--- config.mk ---
export PLATFORM = sky130hd
export DESIGN_NAME = disp_stage_n
export DESIGN_NICKNAME = d
export VERILOG_FILES = /design/src/rtl/isu_pkg.sv /design/src/rtl/disp_dep_check.sv /design/src/rtl/disp_stage_n.sv
export SDC_FILE = /design/constraint.sdc
export NUM_CORES = 2
export LEC_CHECK = 0
export CAP_MARGIN = 40
export CORE_AREA = 5 5 623 625
export CTS_CLUSTER_SIZE = 25
export DETAILED_ROUTE_END_ITERATION = 8
export DIE_AREA = 0 0 628 630
export PLACE_DENSITY = 0.38
export RECOVER_POWER = 25
export SYNTH_ARGS = -nofsm -noshare
export SYNTH_HDL_FRONTEND = slang
export SYNTH_SLANG_ARGS = --single-unit
export TNS_END_PERCENT = 20
--- constraint.sdc ---
create_clock -name clock -period 3.2 [get_ports clock]
set_input_delay 0.48 -clock clock [delete_from_list [all_inputs] [get_ports clock]]
set_output_delay 0.48 -clock clock [all_outputs]
set_load 0.02 [all_outputs]
--- src/rtl/isu_pkg.sv ---
// isu_pkg: shared dispatch/issue encodings, default widths and packed ISQ field positions.
//   ROB_STATE_*      : ROB state encodings; dispatch proceeds only in ROB_STATE_IDLE
//   PREG_W / ROBID_W : default physical-register and ROB-id widths
//   isq_*_pos        : LSB offsets of fields inside one isq_enq_data lane
//   lane layout (MSB..LSB) : {robid, sleep1, sleep2, payload, prd, prs1, prs2, need_to_wb, src1_is_reg, src2_is_reg}
package isu_pkg;
  typedef enum logic [1:0] {
    ROB_STATE_IDLE     = 2'd0,
    ROB_STATE_ROLLBACK = 2'd1,
    ROB_STATE_WALK     = 2'd2,
    ROB_STATE_FLUSH    = 2'd3
  } rob_state_e;
  localparam int PREG_W = 6;
  localparam int ROBID_W = 7;
  localparam int ISQ_FLAG_W = 3;
  function automatic int rob_lane_w(int pw, int gw);
    return pw + 2 * gw + 1;
  endfunction
  function automatic int isq_sleep2_pos(int pw, int gw);
    return pw + 3 * gw + ISQ_FLAG_W;
  endfunction
  function automatic int isq_sleep1_pos(int pw, int gw);
    return isq_sleep2_pos(pw, gw) + 1;
  endfunction
  function automatic int isq_robid_pos(int pw, int gw);
    return isq_sleep2_pos(pw, gw) + 2;
  endfunction
  function automatic int isq_lane_w(int pw, int gw, int rw);
    return isq_robid_pos(pw, gw) + rw;
  endfunction
endpackage

--- src/rtl/disp_dep_check.sv ---
// disp_dep_check: intra-group RAW detector for a dispatch group.
//   lane_valid : lanes actually dispatched this cycle
//   need_to_wb : per-lane destination-write flag
//   prd/prs1/prs2 : flattened per-lane dest/source pregs
//   hit1/hit2  : source K of lane i is produced by an older dispatched lane j < i
//   preg 0 is the hard-wired zero register and never matches.
module disp_dep_check import isu_pkg::*; #(
  parameter int DISP_WIDTH = 2,
  parameter int PREG_WIDTH = PREG_W
) (
  input  logic [DISP_WIDTH-1:0]            lane_valid,
  input  logic [DISP_WIDTH-1:0]            need_to_wb,
  input  logic [DISP_WIDTH*PREG_WIDTH-1:0] prd,
  input  logic [DISP_WIDTH*PREG_WIDTH-1:0] prs1,
  input  logic [DISP_WIDTH*PREG_WIDTH-1:0] prs2,
  output logic [DISP_WIDTH-1:0]            hit1,
  output logic [DISP_WIDTH-1:0]            hit2
);
  always_comb begin
    hit1 = '0;
    hit2 = '0;
    for (int i = 1; i < DISP_WIDTH; i++) begin
      for (int j = 0; j < i; j++) begin
        hit1[i] = hit1[i] | (lane_valid[j] & need_to_wb[j] & (prd[j*PREG_WIDTH +: PREG_WIDTH] != '0) &
                             (prd[j*PREG_WIDTH +: PREG_WIDTH] == prs1[i*PREG_WIDTH +: PREG_WIDTH]));
        hit2[i] = hit2[i] | (lane_valid[j] & need_to_wb[j] & (prd[j*PREG_WIDTH +: PREG_WIDTH] != '0) &
                             (prd[j*PREG_WIDTH +: PREG_WIDTH] == prs2[i*PREG_WIDTH +: PREG_WIDTH]));
      end
    end
  end
endmodule

--- src/rtl/disp_stage_n.sv ---
// disp_stage_n: N-wide dispatch stage buffering renamed instructions and dispatching to ROB and int ISQ.
//   clock/reset      : clock, synchronous active-high reset
//   flush_valid      : drops queue contents; no accept, no dispatch that cycle
//   in_*             : rename group (contiguous valids, all-or-nothing accept via in_ready)
//   rob_* / isq_*    : credit, state and base robid in; per-lane enqueue valids/data out
//   bt_*             : busy-table read (combinational) and busy-bit allocation
//   wb_valid/wb_prd  : wakeup broadcast, used only when DISP_WAKEUP_BYPASS_EN is defined
// Option: `define DISP_WAKEUP_BYPASS_EN masks bt_busy for a source being written back this cycle.
module disp_stage_n import isu_pkg::*; #(
  parameter int DISP_WIDTH    = 2,
  parameter int BUF_DEPTH     = 4,
  parameter int PAYLOAD_WIDTH = 234,
  parameter int PREG_WIDTH    = PREG_W,
  parameter int ROBID_WIDTH   = ROBID_W,
  parameter int CNT_WIDTH     = 3
) (
  input  logic                                                        clock,
  input  logic                                                        reset,
  input  logic                                                        flush_valid,
  input  logic [DISP_WIDTH-1:0]                                       in_valid,
  output logic                                                        in_ready,
  input  logic [DISP_WIDTH*PAYLOAD_WIDTH-1:0]                         in_payload,
  input  logic [DISP_WIDTH*PREG_WIDTH-1:0]                            in_prd,
  input  logic [DISP_WIDTH*PREG_WIDTH-1:0]                            in_prs1,
  input  logic [DISP_WIDTH*PREG_WIDTH-1:0]                            in_prs2,
  input  logic [DISP_WIDTH-1:0]                                       in_need_to_wb,
  input  logic [DISP_WIDTH-1:0]                                       in_src1_is_reg,
  input  logic [DISP_WIDTH-1:0]                                       in_src2_is_reg,
  input  logic [CNT_WIDTH-1:0]                                        rob_free_cnt,
  input  logic [1:0]                                                  rob_state,
  input  logic [ROBID_WIDTH-1:0]                                      rob_enq_base_robid,
  input  logic [CNT_WIDTH-1:0]                                        isq_free_cnt,
  output logic [DISP_WIDTH-1:0]                                       rob_enq_valid,
  output logic [DISP_WIDTH*(PAYLOAD_WIDTH+2*PREG_WIDTH+1)-1:0]        rob_enq_payload,
  output logic [DISP_WIDTH-1:0]                                       isq_enq_valid,
  output logic [DISP_WIDTH*(ROBID_WIDTH+2+PAYLOAD_WIDTH+3*PREG_WIDTH+3)-1:0] isq_enq_data,
  output logic [2*DISP_WIDTH*PREG_WIDTH-1:0]                          bt_rdaddr,
  input  logic [2*DISP_WIDTH-1:0]                                     bt_busy,
  output logic [DISP_WIDTH-1:0]                                       bt_alloc_en,
  output logic [DISP_WIDTH*PREG_WIDTH-1:0]                            bt_alloc_addr,
  input  logic                                                        wb_valid,
  input  logic [PREG_WIDTH-1:0]                                       wb_prd
);
  localparam int AW = $clog2(BUF_DEPTH);
  localparam int QW = AW + 1;
  localparam int PW = PAYLOAD_WIDTH;
  localparam int GW = PREG_WIDTH;
  localparam int RL = rob_lane_w(PW, GW);
  localparam int IL = isq_lane_w(PW, GW, ROBID_WIDTH);
  localparam int S2 = isq_sleep2_pos(PW, GW);
  localparam int S1 = isq_sleep1_pos(PW, GW);
  localparam int RP = isq_robid_pos(PW, GW);
  logic [PW-1:0] pay_q [BUF_DEPTH];
  logic [PW-1:0] pay_d [BUF_DEPTH];
  logic [GW-1:0] prd_q [BUF_DEPTH];
  logic [GW-1:0] prd_d [BUF_DEPTH];
  logic [GW-1:0] prs1_q [BUF_DEPTH];
  logic [GW-1:0] prs1_d [BUF_DEPTH];
  logic [GW-1:0] prs2_q [BUF_DEPTH];
  logic [GW-1:0] prs2_d [BUF_DEPTH];
  logic [2:0] flg_q [BUF_DEPTH];
  logic [2:0] flg_d [BUF_DEPTH];
  logic [QW-1:0] head_q, head_d, tail_q, tail_d, count_q, count_d;
  logic [QW-1:0] acc, n;
  logic go;
  logic [DISP_WIDTH-1:0] dv, h_ntw, h_r1, h_r2, hit1, hit2, byp1, byp2, sleep1, sleep2;
  logic [DISP_WIDTH*GW-1:0] h_prd, h_prs1, h_prs2;
  assign in_ready = ~reset & ~flush_valid & (count_q <= QW'(BUF_DEPTH - DISP_WIDTH));
  assign go = ~reset & ~flush_valid & (rob_state == ROB_STATE_IDLE);
  for (genvar i = 0; i < DISP_WIDTH; i++) begin : g_lane
    logic [AW-1:0] hidx;
    logic [PW-1:0] h_pay;
    logic busy1, busy2;
    assign hidx = head_q[AW-1:0] + AW'(i);
    assign h_pay = pay_q[hidx];
    assign h_prd[i*GW +: GW] = prd_q[hidx];
    assign h_prs1[i*GW +: GW] = prs1_q[hidx];
    assign h_prs2[i*GW +: GW] = prs2_q[hidx];
    assign {h_ntw[i], h_r1[i], h_r2[i]} = flg_q[hidx];
    // credits are thermometer-compared so dv is always a contiguous prefix of lanes
    assign dv[i] = go & (count_q > QW'(i)) & (rob_free_cnt > CNT_WIDTH'(i)) & (isq_free_cnt > CNT_WIDTH'(i));
    assign bt_rdaddr[i*GW +: GW] = h_prs1[i*GW +: GW];
    assign bt_rdaddr[(DISP_WIDTH+i)*GW +: GW] = h_prs2[i*GW +: GW];
`ifdef DISP_WAKEUP_BYPASS_EN
    assign byp1[i] = wb_valid & (wb_prd == h_prs1[i*GW +: GW]);
    assign byp2[i] = wb_valid & (wb_prd == h_prs2[i*GW +: GW]);
`else
    assign byp1[i] = 1'b0;
    assign byp2[i] = 1'b0;
`endif
    assign busy1 = bt_busy[i] & (h_prs1[i*GW +: GW] != '0) & ~byp1[i];
    assign busy2 = bt_busy[DISP_WIDTH+i] & (h_prs2[i*GW +: GW] != '0) & ~byp2[i];
    assign sleep1[i] = h_r1[i] & (busy1 | hit1[i]);
    assign sleep2[i] = h_r2[i] & (busy2 | hit2[i]);
    assign rob_enq_valid[i] = dv[i];
    assign isq_enq_valid[i] = dv[i];
    assign bt_alloc_en[i] = dv[i] & h_ntw[i];
    assign bt_alloc_addr[i*GW +: GW] = h_prd[i*GW +: GW];
    assign rob_enq_payload[i*RL +: RL] = {h_pay, h_prd[i*GW +: GW], {GW{1'b0}}, h_ntw[i]};
    assign isq_enq_data[i*IL+RP +: ROBID_WIDTH] = rob_enq_base_robid + ROBID_WIDTH'(i);
    assign isq_enq_data[i*IL+S1] = sleep1[i];
    assign isq_enq_data[i*IL+S2] = sleep2[i];
    assign isq_enq_data[i*IL +: S2] = {h_pay, h_prd[i*GW +: GW], h_prs1[i*GW +: GW], h_prs2[i*GW +: GW],
                                       h_ntw[i], h_r1[i], h_r2[i]};
  end
`ifndef DISP_WAKEUP_BYPASS_EN
  logic unused_wb;
  assign unused_wb = ^{wb_valid, wb_prd};
`endif
  disp_dep_check #(.DISP_WIDTH(DISP_WIDTH), .PREG_WIDTH(GW)) u_dep (
    .lane_valid(dv),
    .need_to_wb(h_ntw),
    .prd(h_prd),
    .prs1(h_prs1),
    .prs2(h_prs2),
    .hit1(hit1),
    .hit2(hit2)
  );
  always_comb begin
    acc = '0;
    n = '0;
    pay_d = pay_q;
    prd_d = prd_q;
    prs1_d = prs1_q;
    prs2_d = prs2_q;
    flg_d = flg_q;
    for (int i = 0; i < DISP_WIDTH; i++) begin
      acc = acc + QW'(in_valid[i] & in_ready);
      n = n + QW'(dv[i]);
      if (in_valid[i] & in_ready) begin
        pay_d[tail_q[AW-1:0] + AW'(i)] = in_payload[i*PW +: PW];
        prd_d[tail_q[AW-1:0] + AW'(i)] = in_prd[i*GW +: GW];
        prs1_d[tail_q[AW-1:0] + AW'(i)] = in_prs1[i*GW +: GW];
        prs2_d[tail_q[AW-1:0] + AW'(i)] = in_prs2[i*GW +: GW];
        flg_d[tail_q[AW-1:0] + AW'(i)] = {in_need_to_wb[i], in_src1_is_reg[i], in_src2_is_reg[i]};
      end
    end
    head_d = flush_valid ? tail_q : head_q + n;
    tail_d = tail_q + acc;
    count_d = flush_valid ? '0 : count_q + acc - n;
  end
  always_ff @(posedge clock) begin
    head_q <= reset ? '0 : head_d;
    tail_q <= reset ? '0 : tail_d;
    count_q <= reset ? '0 : count_d;
    pay_q <= pay_d;
    prd_q <= prd_d;
    prs1_q <= prs1_d;
    prs2_q <= prs2_d;
    flg_q <= flg_d;
  end
endmodule

==> results.cfg <==
[run_status]
outcome = finished with violations
failing_checks = negative setup slack

[global_routing]
track_usage = 0.1667
grt_first_pass_wirelength_um = 460100
grt_overflow = 0
maximum_number_of_pins_on_one_net_before_global_route_repair = 61
grt_antenna_before_repair = 114
first_global_vias = 48675

[worst_setup_path]
setup.worst_path.start_class = register
critical_path_class = register to primary output
crit_fanout = 6
critical-path-top-cell-by-count = sky130_fd_sc_hd__buf_16
end_kind = primary output
cp_slowest_cell = sky130_fd_sc_hd__mux4_2
slowest_delay_ns = 0.68
worst_path_dominant_cell_family = buffers and inverters
worst-path-buf-inv = 4
critical_path.startpoint = head_q[1]$_SDFF_PP0_
critical_path.cell_chain = buf_16, buf_16, mux4_2, buf_4, xnor2_1, nand3_1, o31ai_4, buf_6
critical_path_required_ns = 2.72
rr_startpoint = count_q[0]$_SDFF_PP0_
timing.critical_path.arrival_ns = 3.36

[logic_synthesis]
asyncSetResetFlopFracSynth = 0
synth_flop_cell = sky130_fd_sc_hd__dfxtp_1
post_synth_inst_count = 5685
synth_most_common_cell = sky130_fd_sc_hd__dfxtp_1
post_synth_instance_area_um2 = 58070
yosysWarnings = 0
library_cell_with_the_largest_summed_area_after_synthesis = sky130_fd_sc_hd__dfxtp_1
synth-seq-area-share = 0.3541
synth_cell_type_count = 32
synth_area_leaders = sky130_fd_sc_hd__dfxtp_1 35%, sky130_fd_sc_hd__mux4_2 20%, sky130_fd_sc_hd__mux2i_1 18%
yosysTopAreaCellShare = 0.3541
netlist_top_cells_count = 1027 x sky130_fd_sc_hd__dfxtp_1, 1025 x sky130_fd_sc_hd__nor2_1, 1022 x sky130_fd_sc_hd__mux2i_1
synth-edff-count = 0
synth.ff_latch_count = 1027
synth.avg_cell_area_um2 = 10.21

[route]
route.detailed.wl_per_inst_um = 29.08
post_drt_via_cell_ratio = 4.165
dr.first_iter.drc_count = 3692
postRouteAntennaNets = 0
detail_route.wirelength_um = 353300
route.vias.total = 50603
drc_errors = 0
drt_pre_antenna_iters = 5

[sta]
worst_slew_pin_slew_ns = 0.8250
number_of_max_slew_violations_in_the_final_report = 0
worst_hold_slack_ns = 0.3067
fin_skew_ns = 0.05294
finalCritPeriodShare = 1.200
period_minus_slack_ns = 3.840
fmaxAchievable_mhz = 260.4
grt_setup_unrepaired = yes
final_critical_path_setup_slack_ns = -0.6395
hold_viol_final = 0
report.final.setup_viol = 1716
max_slew_margin = 0.4358

[floorplanning]
initial_utilization = 0.1522
num_rows = 227
die_y_um = 630
core_region_area_um2 = 381400
count_of_pins_on_the_block_boundary = 1606
die_ar_um2 = 395600
die-width_um = 628

[placement]
place_hpwl_um = 279100
port_buffers = 1586
routabilityCongestion = 0.8515
place_ws_ns = -0.4907

[clocking]
clock_network_latency_to_the_later_pin_of_the_worst_skew_pair_ns = 0.82
clock_tree.buffer_depth = 4
cts.sink_count = 1027
number_of_h_tree_levels = 4
cts_tree = yes
cts_buffers = 147
cts_root_buffer = sky130_fd_sc_hd__clkbuf_16
post_cts_clock_slew_at_the_launch_and_capture_registers_of_the_worst_setup_and_hold_paths_ns = 0.06

[final_layout]
layout-drive-gt1-share = 0.2457
area_growth_syn_to_layout_pct = 45.88
final_util = 0.2221
finish.net_count = 7519

[flow_run]
max_cap_viol = 0

[hold_path]
holdCritStartpoint = in_payload[407]
hold_path.class = primary input to register

[pwr]
cell_pwr_density_nw_per_um2 = 838.7
power.leakage_nw = 38.96
vdd_ir_drop_max_mv = 0.3680
## power by group
group          total [mW]  switching (mW)  internal [mW]
sequential           21.2            3.56           17.7
clock                16.7            6.64           10.1
combinational        33.1            18.4           14.6
total                71.1            28.6           42.4
## logic make-up (layout without fill, tap and decap cells)
group / Yosys count / count (layout) / synth area share
compound gates: 1029 / 1029 / 0.08933
xor+xnor: 23 / 23 / 0.003469
fa+ha+maj: 9 / 9 / 0.002198
buf+inv: 1001 / 2383 / 0.1064
flops: 1027 / 1027 / 0.3541
mux: 1532 / 1532 / 0.3742
other cells: 1 / 45 / 0.00006458
simple gates: 1063 / 1063 / 0.07022
## final timing paths
| kind | to | slack [ns] | cells past startpoint |
|---|---|---|---|
| setup / recovery | isq_enq_data[520] | -0.64 | 8 |
| hold / removal | pay_q[641]$_DFF_P_ | 0.31 | 3 |
| setup reg to reg | pay_q[774]$_DFF_P_ | -0.05 | 7 |
| hold reg to reg | pay_q[494]$_DFF_P_ | 0.55 | 2 |
## per-stage QoR
step                      instances  power [mW]  TNS (ns)  area, um^2
after global placement        11724       54.68    -3.125       78140
after CTS                     12032       72.27   -519.52       83550
after floorplan                5696       38.86         0       58150
after detailed placement      11724       55.19    -3.672       78140
final                         12149       71.05   -372.37       84710
after global routing          12133       74.25   -667.05       84670
## layout by cell type (no fill, tap or decap), drive strengths merged, types with 33 or more instances in the layout
cell type / synthesis / routed
nor2: 1025 / 1025
a21oi: 1020 / 1020
buf: 745 / 908
mux2i: 1022 / 1022
diode: 0 / 33
mux4: 510 / 510
clkbuf: 250 / 287
dlygate4sd2: 0 / 81
clkdlybuf4s50: 0 / 936
dlymetal6s2s: 0 / 99
dfxtp: 1027 / 1027
## worst min-delay path: stages
cell                              delay [ns]
sky130_fd_sc_hd__clkdlybuf4s50_1        0.46
sky130_fd_sc_hd__nor2_1                 0.12
sky130_fd_sc_hd__a21oi_1                0.04
## state kept, by name, summed over array words and instances, names as in the netlist
register  cells
tail_q        2
prs1_q       24
prs2_q       24
pay_q       936
count_q       3
flg_q        12
prd_q        24
head_q        2
## per-layer routing
metal	vias to the layer above	track usage	wire length, um
li1	22714	-	-
met1	25410	0.1959	140100
met2	2036	0.2988	178100
met3	397	0.04494	25000
met4	46	0.04122	9849
met5	-	0	284
## repair_timing
item | CTS | global route
setup endpoints to repair | 1026 | 1020
setup buffers | 42 | 66
hold buffers | 0 | 0
pin swaps | 5 | 6
cloned | 8 | 19
resized for setup | 427 | 530
## cell type report
type,instances,area [um^2]
fillers,41027,296700
multi-input cells,3668,31540
repair buffers,2119,21340
flip-flops and latches,1027,20570
well taps,5038,6304
clock buffers,224,4383
clock inverters,34,470.5
diodes,33,82.58
inverters,6,22.52
(Power assumes the default switching activity.)
